**src/rtl/keypad_pkg.sv**
```systemverilog
// Key codes and FSM state encoding shared by the keypad entry controller and its bench.
package keypad_pkg;

    localparam logic [3:0] KEY_SEL = 4'hA;
    localparam logic [3:0] KEY_BS  = 4'hB;
    localparam logic [3:0] KEY_CLR = 4'hC;
    localparam logic [3:0] KEY_ENT = 4'hD;

    typedef enum logic [1:0] {
        ST_IDLE = 2'd0,
        ST_EDIT = 2'd1,
        ST_CONV = 2'd2,
        ST_CHK  = 2'd3
    } state_t;

endpackage

```
**src/rtl/keypad_entry_ctrl_if.sv**
```systemverilog
// Scanner key input and configuration write bus; the controller is the master of cfg writes.
interface keypad_entry_ctrl_if #(
    parameter int ADDR_W = 2,
    parameter int DATA_W = 17
);
    logic [3:0]        keycode_i;
    logic              keytrig_i;
    logic              cfg_wr_o;
    logic [ADDR_W-1:0] cfg_addr_o;
    logic [DATA_W-1:0] cfg_data_o;

    modport master (
        input  keycode_i, keytrig_i,
        output cfg_wr_o, cfg_addr_o, cfg_data_o
    );

    modport slave (
        output keycode_i, keytrig_i,
        input  cfg_wr_o, cfg_addr_o, cfg_data_o
    );
endinterface

```
**src/rtl/bcd2bin_seq.sv**
```systemverilog
// Sequential BCD-to-binary converter, one digit per clock from the most significant digit.
// The MSD is folded in on the start edge (acc starts at 0, so 0*10+d = d); done pulses after DIGITS edges.
module bcd2bin_seq #(
    parameter int DIGITS = 5,
    parameter int DATA_W = 17
) (
    input  logic                  clk,
    input  logic                  rst,
    input  logic                  start,
    input  logic [4*DIGITS-1:0]   bcd,
    output logic                  done,
    output logic [DATA_W-1:0]     bin
);
    localparam int IDX_W = (DIGITS > 1) ? $clog2(DIGITS) : 1;

    logic             run;
    logic [IDX_W-1:0] idx;
    logic [3:0]       digit;

    assign digit = bcd[{idx, 2'b00} +: 4];

    always_ff @(posedge clk) begin
        if (rst) begin
            run  <= 1'b0;
            idx  <= '0;
            done <= 1'b0;
            bin  <= '0;
        end else begin
            done <= 1'b0;
            if (start) begin
                bin  <= DATA_W'(bcd[4*DIGITS-1 -: 4]);
                idx  <= IDX_W'(DIGITS - 2);
                run  <= (DIGITS > 1);
                done <= (DIGITS == 1);
            end else if (run) begin
                bin <= (bin << 3) + (bin << 1) + DATA_W'(digit);
                if (idx == '0) begin
                    run  <= 1'b0;
                    done <= 1'b1;
                end else begin
                    idx <= idx - 1'b1;
                end
            end
        end
    end
endmodule

```
**src/rtl/keypad_entry_ctrl.sv**
```systemverilog
// Keypad entry sequencer: builds a decimal entry from scanner keys and commits it as a config write.
//   state   | meaning
//   ST_IDLE | no digits entered, accepting keys
//   ST_EDIT | one or more digits entered, accepting keys
//   ST_CONV | BCD-to-binary conversion running, keys dropped
//   ST_CHK  | range check, issue write or flag error, then clear entry
module keypad_entry_ctrl
    import keypad_pkg::*;
#(
    parameter int   DIGITS      = 5,
    parameter int   DATA_W      = 17,
    parameter int   ADDR_W      = 2,
    parameter int   MAX_VALUE   = 99999,
    parameter logic TRIG_ACTIVE = 1'b1
) (
    input  logic                    clk,
    input  logic                    rst,
    keypad_entry_ctrl_if.master     bus,
    output logic [4*DIGITS-1:0]     disp_bcd_o,
    output logic [2:0]              digit_cnt_o,
    output logic [ADDR_W-1:0]       target_o,
    output logic                    busy_o,
    output logic                    err_o
);
    localparam int                BW    = 4 * DIGITS;
    localparam logic [2:0]        DIG_N = 3'(DIGITS);
    localparam logic [DATA_W-1:0] MAX_V = DATA_W'(MAX_VALUE);

    state_t            state;
    logic              trig_q;
    logic              key_evt;
    logic              accept;
    logic              is_digit;
    logic              key_ignored;
    logic              conv_start;
    logic              conv_done;
    logic [DATA_W-1:0] conv_bin;

    assign key_evt     = (bus.keytrig_i == TRIG_ACTIVE) && (trig_q != TRIG_ACTIVE);
    assign accept      = key_evt && ((state == ST_IDLE) || (state == ST_EDIT));
    assign is_digit    = (bus.keycode_i <= 4'd9);
    assign key_ignored = (bus.keycode_i >= 4'hE) ||
                         ((bus.keycode_i == 4'd0) && (digit_cnt_o == 3'd0));
    assign conv_start  = accept && (bus.keycode_i == KEY_ENT);

    bcd2bin_seq #(
        .DIGITS (DIGITS),
        .DATA_W (DATA_W)
    ) u_conv (
        .clk   (clk),
        .rst   (rst),
        .start (conv_start),
        .bcd   (disp_bcd_o),
        .done  (conv_done),
        .bin   (conv_bin)
    );

    always_ff @(posedge clk) begin
        if (rst) begin
            state          <= ST_IDLE;
            trig_q         <= TRIG_ACTIVE;
            disp_bcd_o     <= '0;
            digit_cnt_o    <= '0;
            target_o       <= '0;
            busy_o         <= 1'b0;
            err_o          <= 1'b0;
            bus.cfg_wr_o   <= 1'b0;
            bus.cfg_addr_o <= '0;
            bus.cfg_data_o <= '0;
        end else begin
            trig_q       <= bus.keytrig_i;
            bus.cfg_wr_o <= 1'b0;
            case (state)
                ST_IDLE, ST_EDIT: begin
                    if (accept && !key_ignored) begin
                        err_o <= 1'b0;
                        if (is_digit) begin
                            if (digit_cnt_o == DIG_N) begin
                                err_o <= 1'b1;
                            end else begin
                                disp_bcd_o  <= (disp_bcd_o << 4) | BW'(bus.keycode_i);
                                digit_cnt_o <= digit_cnt_o + 3'd1;
                                state       <= ST_EDIT;
                            end
                        end else begin
                            case (bus.keycode_i)
                                KEY_SEL: begin
                                    target_o    <= target_o + ADDR_W'(1);
                                    disp_bcd_o  <= '0;
                                    digit_cnt_o <= '0;
                                    state       <= ST_IDLE;
                                end
                                KEY_BS: begin
                                    if (digit_cnt_o != 3'd0) begin
                                        disp_bcd_o  <= disp_bcd_o >> 4;
                                        digit_cnt_o <= digit_cnt_o - 3'd1;
                                        if (digit_cnt_o == 3'd1) state <= ST_IDLE;
                                    end
                                end
                                KEY_CLR: begin
                                    disp_bcd_o  <= '0;
                                    digit_cnt_o <= '0;
                                    state       <= ST_IDLE;
                                end
                                KEY_ENT: begin
                                    busy_o <= 1'b1;
                                    state  <= ST_CONV;
                                end
                                default: ;
                            endcase
                        end
                    end
                end
                ST_CONV: begin
                    if (conv_done) state <= ST_CHK;
                end
                ST_CHK: begin
                    if (conv_bin <= MAX_V) begin
                        bus.cfg_wr_o   <= 1'b1;
                        bus.cfg_addr_o <= target_o;
                        bus.cfg_data_o <= conv_bin;
                    end else begin
                        err_o <= 1'b1;
                    end
                    disp_bcd_o  <= '0;
                    digit_cnt_o <= '0;
                    busy_o      <= 1'b0;
                    state       <= ST_IDLE;
                end
                default: state <= ST_IDLE;
            endcase
        end
    end
endmodule

```
**src/flat_wrapper.sv**
```systemverilog
// flat-port wrapper written by rule: the top's interface ports become plain ports
module keypad_entry_ctrl_flat import keypad_pkg::*;
#(
    parameter int   DIGITS      = 5,
    parameter int   DATA_W      = 17,
    parameter int   ADDR_W      = 2,
    parameter int   MAX_VALUE   = 99999,
    parameter logic TRIG_ACTIVE = 1'b1
)
  (clk, rst, disp_bcd_o, digit_cnt_o, target_o, busy_o, err_o, bus_keycode_i, bus_keytrig_i, bus_cfg_wr_o, bus_cfg_addr_o, bus_cfg_data_o);
  keypad_entry_ctrl_if #(.ADDR_W(ADDR_W), .DATA_W(DATA_W)) bus_i ();
  input  logic clk;
  input  logic rst;
  output logic [4*DIGITS-1:0] disp_bcd_o;
  output logic [2:0] digit_cnt_o;
  output logic [ADDR_W-1:0] target_o;
  output logic busy_o;
  output logic err_o;
  input wire logic [$bits(bus_i.keycode_i)-1:0] bus_keycode_i;
  input wire logic [$bits(bus_i.keytrig_i)-1:0] bus_keytrig_i;
  output wire logic [$bits(bus_i.cfg_wr_o)-1:0] bus_cfg_wr_o;
  output wire logic [$bits(bus_i.cfg_addr_o)-1:0] bus_cfg_addr_o;
  output wire logic [$bits(bus_i.cfg_data_o)-1:0] bus_cfg_data_o;
  assign bus_i.keycode_i = bus_keycode_i;
  assign bus_i.keytrig_i = bus_keytrig_i;
  assign bus_cfg_wr_o = bus_i.cfg_wr_o;
  assign bus_cfg_addr_o = bus_i.cfg_addr_o;
  assign bus_cfg_data_o = bus_i.cfg_data_o;
  keypad_entry_ctrl #(.DIGITS(DIGITS), .DATA_W(DATA_W), .ADDR_W(ADDR_W), .MAX_VALUE(MAX_VALUE), .TRIG_ACTIVE(TRIG_ACTIVE)) u_core (.clk(clk), .rst(rst), .bus(bus_i), .disp_bcd_o(disp_bcd_o), .digit_cnt_o(digit_cnt_o), .target_o(target_o), .busy_o(busy_o), .err_o(err_o));
endmodule
```
**config.mk**
```make
export PLATFORM = sky130hd
export DESIGN_NAME = keypad_entry_ctrl_flat
export DESIGN_NICKNAME = d
export VERILOG_FILES = /design/src/rtl/keypad_pkg.sv /design/src/rtl/keypad_entry_ctrl_if.sv /design/src/rtl/bcd2bin_seq.sv /design/src/rtl/keypad_entry_ctrl.sv /design/src/flat_wrapper.sv
export SDC_FILE = /design/constraint.sdc
export NUM_CORES = 1
export LEC_CHECK = 0
export CAP_MARGIN = 20
export CELL_PAD_IN_SITES_DETAIL_PLACEMENT = 1
export CELL_PAD_IN_SITES_GLOBAL_PLACEMENT = 2
export CORE_ASPECT_RATIO = 0.75
export CORE_MARGIN = 4
export CORE_UTILIZATION = 34
export CTS_CLUSTER_SIZE = 20
export DETAILED_ROUTE_END_ITERATION = 7
export GPL_TIMING_DRIVEN = 0
export PLACE_DENSITY = 0.92
export SKIP_CTS_REPAIR_TIMING = 1
export SYNTH_ARGS = -nofsm -noshare
export SYNTH_HDL_FRONTEND = slang
export SYNTH_SLANG_ARGS = --single-unit
```
**constraint.sdc**
```tcl
create_clock -name clk -period 3.95 [get_ports clk]
set_input_delay 0.395 -clock clk [delete_from_list [all_inputs] [get_ports clk]]
set_output_delay 0.395 -clock clk [all_outputs]
set_load 0.02 [all_outputs]
```
======== Word level (Yosys, flattened, before mapping) ========
Index checks and enable logic that the tools add are counted.
operators by class
  add/subtract/negate cells ............... 6
  $mul .................................... 0
  div/mod/pow operators ................... 0
  order comparisons ....................... 3
  equality and inequality tests ........... 20
  shift operators ......................... 1
  mux-type cells .......................... 39
  bitwise operators ....................... 6
  reductions and logical operators ........ 28
operators by type and width
  kind                  number
  $mux 20               4
  $pmux 20 s2           2
  $or 20x4->20          1
  $shiftx 20x6->4       1
  $mux 2                9
  $add 17x17->17        1
  $add 17x4->17         1
  $le 17x17->1 const B  1
  $eq 4x4->1 const B    4
  $mux 1                12
  $mux 3                4
  $pmux 2 s3            2
  $pmux 3 s2            2
  $mux 4                2
  $ne 4x2->1 const B    2
  $reduce_and 4->1      2
  $reduce_or 2->1       4
  $logic_not 3->1       2
  $ne 2x1->1 const B    3
  $ne 2x2->1 const B    3
  $reduce_and 2->1      3
  $reduce_and 6->1      1
  $sub 3x1->3 const B   2
  $logic_and 1x1->1     5
  other kinds (22)      30
word-level totals
  register bits after elaboration ......... 72
  latch bits .............................. 0
  bits in writable memories ............... 0
  ROM bits ................................ 0
  bits of input ports ..................... 7
  output and inout bits ................... 47
  logic and storage cells ................. 119
  memories kept ........................... 0

======== Longest topological paths before layout ========
Gate-level depths: netlist of the first run.
  depth after elaboration ................. 7
  depth in mapped cells ................... 15
  mapped depth without buffers ............ 14

======== Hierarchy ========
A second synthesis of the first run with hierarchy kept.
second synthesis, totals
  cell total of the unflattened synthesis .. 519
  area total of the unflattened synthesis .. 4,315.4 um2
by module, submodules not included
  module             times used  cells an instance  area an instance (um2)  sequential area each (um2)
  keypad_entry_ctrl  1           279                2,347.3                 1,001.0
  bcd2bin_seq        1           240                1,968.1                 440.4

======== Least setup slack after synthesis of the first run ========
OpenSTA, ideal clock, no wires.
  path kind ............................... flip-flop to flip-flop
  start ................................... register u_core.u_conv.idx[0]
  end ..................................... register u_core.u_conv.bin[14]
  setup time .............................. 0.117 ns
  arrival ................................. 2.985 ns
  required time ........................... 3.833 ns
  path slack .............................. 0.848 ns
  stages on the path, launching flop included .. 15
  path buffers ............................ 1
  clock period less this slack ............ 3.102 ns
  path through ............................ dfxtp_1 > clkbuf_1 > inv_1 > nor2_1 > nand2_1 > o21ai_0 > a21oi_1 > fa_1 > fa_1 > nor2b_1 > o31a_1 > o22ai_1 > nor3_1 > mux2i_1 > nand2_1
between the ends
  longest elaborated chain between the ends .. 2
RTL lines
  item                    line               source
  start, declared         bcd2bin_seq.sv:17  logic [IDX_W-1:0] idx;
  start signal, assigned  bcd2bin_seq.sv:32  idx <= IDX_W'(DIGITS - 2);
  start signal, assigned  bcd2bin_seq.sv:41  idx <= idx - 1'b1;
  $shiftx 20x6->4         bcd2bin_seq.sv:20  assign digit = bcd[{idx, 2'b00} +: 4];
  $add 17x4->17           bcd2bin_seq.sv:36  bin <= (bin << 3) + (bin << 1) + DATA_W'(digit);
  end signal, assigned    bcd2bin_seq.sv:31  bin <= DATA_W'(bcd[4*DIGITS-1 -: 4]);
  end signal, assigned    bcd2bin_seq.sv:36
  end, declared           bcd2bin_seq.sv:12  output logic [DATA_W-1:0] bin
No other way between the ends.
A chain may end at the register's enable or synchronous reset.

======== Worst setup path in the final report of the first run ========
  start ................................... register u_core.u_conv.idx[0]
  end ..................................... register u_core.u_conv.bin[16]
Same word-level chain as after synthesis.

==> results_dict.tcl, run 1 <==
set metrics [dict create \
    tritoncts.num_buffers 9 \
    path_cells "inv_1 > nor2_1 > nand2_1 > o21ai_0 > a21oi_1 > fa_1 > fa_1 > nor2b_1 > o31a_1 > o22ai_1 > a32oi_1 > xnor2_1 > a21oi_1" \
    rsz_0062_raised_after_global_routing "no" \
    met3_usage_pct 4.01 \
    report.final.hold_viol_count 0 \
    synth.yosys.warnings 0 \
    grt_util_met2_pct 27.4 \
    criticalPathCategory "reg2reg" \
    drt_pre_antenna_iters 4 \
    seq_cell_area_um2 1440 \
    first_pass_grt_wire_length_um 20400 \
    cp_num_buf_inv 1 \
    worst_skew_pair.late_latency_ns 0.34 \
    finalCriticalPeriod_ns 3.51 \
    multi_input_area_um2 2500 \
    max_root_sink_buffers 2 \
    clkSinkCount 72 \
    cts_htree_levels 3 \
    grt.busiest_layer "met2" \
    dr_total_vias 3715 \
    antenna_found_initial 0 \
    ir_drop_v 0.000221 \
    tritoncts "done" \
    start_kind "flop" \
    netlist-cell-type-count 60 \
    worst-path-max-fanout 8 \
    cts.root.buffer_cell "sky130_fd_sc_hd__clkbuf_16" \
    nNetsFinal 568 \
    timing.slew.headroom_pct 37.4 \
    syn_nets 505 \
    gpl.final_weighted_congestion 0.897 \
    start_point_of_the_critical_path "u_core.u_conv.idx[0]" \
    critical_path.max_stage_delay_ns 0.56 \
    most-common-layout-cells "sky130_fd_sc_hd__dfxtp_1 (72), sky130_fd_sc_hd__nor2_1 (58), sky130_fd_sc_hd__clkdlybuf4s50_1 (53)" \
    ios 54 \
    number_of_maximum_capacitance_violations 0 \
    syn_area_per_cell_um2 9.03 \
    overflow 0 \
    synth_ff_type "sky130_fd_sc_hd__dfxtp_1" \
    cp-end-kind "flop" \
    final.setup_skew_ns 0.00878 \
    height_of_the_die_um 104 \
    stdcell_area_um2 5210 \
    crit-reg2reg-launch "u_core.u_conv.idx[0]" \
    status "finished, final reports clean" \
    layout_commonest_cell "sky130_fd_sc_hd__dfxtp_1" \
    drc_markers 0 \
    postSynthRegisterBits 72 \
    cp_delay_by_family_top "compound AO/OA/AOI/OAI gates" \
    synth_top_area_cell "sky130_fd_sc_hd__dfxtp_1" \
    post-dp-hpwl_um 9200 \
    core-area_um2 11800 \
    vias_cell 5.37 \
    die_area_um2 14100 \
    synth-edff-count 0 \
    synth.area.top_cells "sky130_fd_sc_hd__dfxtp_1 (35%), sky130_fd_sc_hd__ha_1 (10%), sky130_fd_sc_hd__mux2i_1 (7.2%), sky130_fd_sc_hd__nor2_1 (5.2%), sky130_fd_sc_hd__a211oi_2 (4.5%)" \
    clk_pin_slew_ns 0.06 \
    syn-cell-area_um2 4170 \
    io_buffer_count 53 \
    drt_iter0_drcs 173 \
    maximum_number_of_pins_on_one_net_before_global_route_repair 13 \
    area.growth.synth_to_final_pct 24.9 \
    totalNegativeSetupSlack_ns 0 \
    crit_slowest_cell "sky130_fd_sc_hd__dfxtp_1" \
    setup_viol_count_final 0 \
    synthDominantCellAreaShare_pct 34.5 \
    slew_viol_final 0 \
    layout.filler_cells 1360 \
    worst-endpoint-arrival_ns 3.71 \
    holdCritStartpoint "u_core.bus.cfg_data_o[2]" \
    pwr_density_cell_nw_per_um2 337 \
    die_x_um 136 \
    drive_above_1_share_pct 9.25 \
    wl_um 12300 \
    final_antenna_net_count 0 \
    n_antenna_cell 0 \
    sequential_element_share_of_the_synthesized_area_pct 34.5 \
    syn_inst 462 \
    number_of_standard_cell_rows_in_the_floorplan 34 \
    fin_crit_sh_pct 88.9 \
    start_util_pct 35.4 \
    gr_layer_usage_met1_pct 25.3 \
    cellLeakagePower_uw 0.00186 \
    min-delay-path-class "reg2reg" \
    gr-usage-all-layers_pct 17.8 \
    timing.fmax_mhz 285 \
    placed_area_um2 4910 \
    worst_pin_slew_ns 0.940 \
    synth_async_sr_flop_share_pct 0 \
    timing.critical_path.required_ns 4.15 \
    via_count_of_the_first_global_routing_pass 3918 \
    post_drt_wl_per_cell_um 17.8 \
]
==> sequential cells by signal (all words and copies together), names as in the netlist <==
name / cells
u_core.bus.cfg_addr_o: 2
u_core.bus.cfg_data_o: 17
u_core.bus.cfg_wr_o: 1
u_core.busy_o: 1
u_core.digit_cnt_o: 3
u_core.disp_bcd_o: 20
u_core.err_o: 1
u_core.state: 2
u_core.target_o: 2
u_core.trig_q: 1
u_core.u_conv.bin: 17
u_core.u_conv.done: 1
u_core.u_conv.idx: 3
u_core.u_conv.run: 1
==> synthesized netlist by cell type, types with 12 or more instances <==
cell                       count
sky130_fd_sc_hd__ha_1         34
sky130_fd_sc_hd__xnor2_1      13
sky130_fd_sc_hd__a21oi_1      36
sky130_fd_sc_hd__mux2i_1      30
sky130_fd_sc_hd__a22oi_1      17
sky130_fd_sc_hd__clkbuf_1     17
sky130_fd_sc_hd__dfxtp_1      72
sky130_fd_sc_hd__inv_1        19
sky130_fd_sc_hd__a211oi_2     15
sky130_fd_sc_hd__nor2_1       58
sky130_fd_sc_hd__o21ai_0      12
sky130_fd_sc_hd__nand2_1      25
==> tightest hold or removal path, delay by kind of cell, from the launching register on <==
family           cells  cell delay (ns)
flip-flops           1             0.32
AND/OR/NAND/NOR      1             0.07
multiplexers         1             0.06
==> power breakdown <==
part	internal, uW	total (uW)	switching (uW)
Combinational	63.8	156	91.9
Sequential	738	754	15.4
Clock	521	848	327
==> cells by family (layout without fill, tap and decap cells) <==
logic type               Yosys count  count (layout)  share of synthesized area, %
AND/OR/NAND/NOR                  131             131                          14.9
AO/OA/AOI/OAI                    127             127                          22.3
multiplexers                      31              31                          7.74
adder cells (fa/ha/maj)           37              37                          11.4
buffers and inverters             47             115                          5.58
flip-flops                        72              72                          34.5
XOR/XNOR                          17              17                          3.57
==> metal layers <==
metal / part of all wire, % / up-vias / routed length, um
li1: - / 1799 / -
met3: 4.2 / 14 / 515
met1: 50 / 1827 / 6170
met2: 44 / 75 / 5480
met4: 1.3 / 0 / 154
met5: 0 / - / 0
==> per-stage QoR <==
| stage | utilization, % | instances | total power [uW] | hold slack (ns) | worst slack [ns] |
|---|---|---|---|---|---|
| 3_3_place_gp | 41.6 | 677 | 919 | 0.472 | 0.342 |
| 6_report | 44.2 | 692 | 1760 | 0.495 | 0.437 |
| 4_1_cts | 44.2 | 693 | 1780 | 0.498 | 0.250 |
| 5_1_grt | 44.2 | 692 | 1820 | 0.521 | 0.101 |
| 3_5_place_dp | 41.6 | 677 | 924 | 0.482 | 0.308 |
| 2_1_floorplan | - | 462 | 865 | 0.463 | 0.848 |
==> path summary, 6_finish.rpt <==
check,to,slack [ns],cells after the start
setup reg to reg,u_core.u_conv.bin[16],0.44,13
setup / recovery,u_core.u_conv.bin[16],0.44,13
hold reg to reg,u_core.bus.cfg_data_o[2],0.49,2
hold / removal,u_core.bus.cfg_data_o[2],0.49,2
==> layout make-up <==
type	count	area share, %
inverters	20	1.44
clock inverters	5	1.06
plain buffers	26	2.95
multi-input cells	343	48.0
repair buffers	53	10.2
flip-flops and latches	72	27.7
clock buffers	11	4.85
well taps	162	3.89
Note: power is estimated with default switching activity, not from simulation.
==> run 2, diff against run 1 <==
--- a/config.mk
+++ b/config.mk
@@ -11,11 +11,12 @@
 export CORE_ASPECT_RATIO = 0.75
 export CORE_MARGIN = 4
 export CORE_UTILIZATION = 34
+export CTS_CLUSTER_DIAMETER = 100
 export CTS_CLUSTER_SIZE = 20
 export DETAILED_ROUTE_END_ITERATION = 7
 export GPL_TIMING_DRIVEN = 0
 export PLACE_DENSITY = 0.92
-export SKIP_CTS_REPAIR_TIMING = 1
 export SYNTH_ARGS = -nofsm -noshare
 export SYNTH_HDL_FRONTEND = slang
 export SYNTH_SLANG_ARGS = --single-unit
+export TNS_END_PERCENT = 50
==> results of run 2 <==
No change in the layout: final DEF, timing and power equal those of run 1.
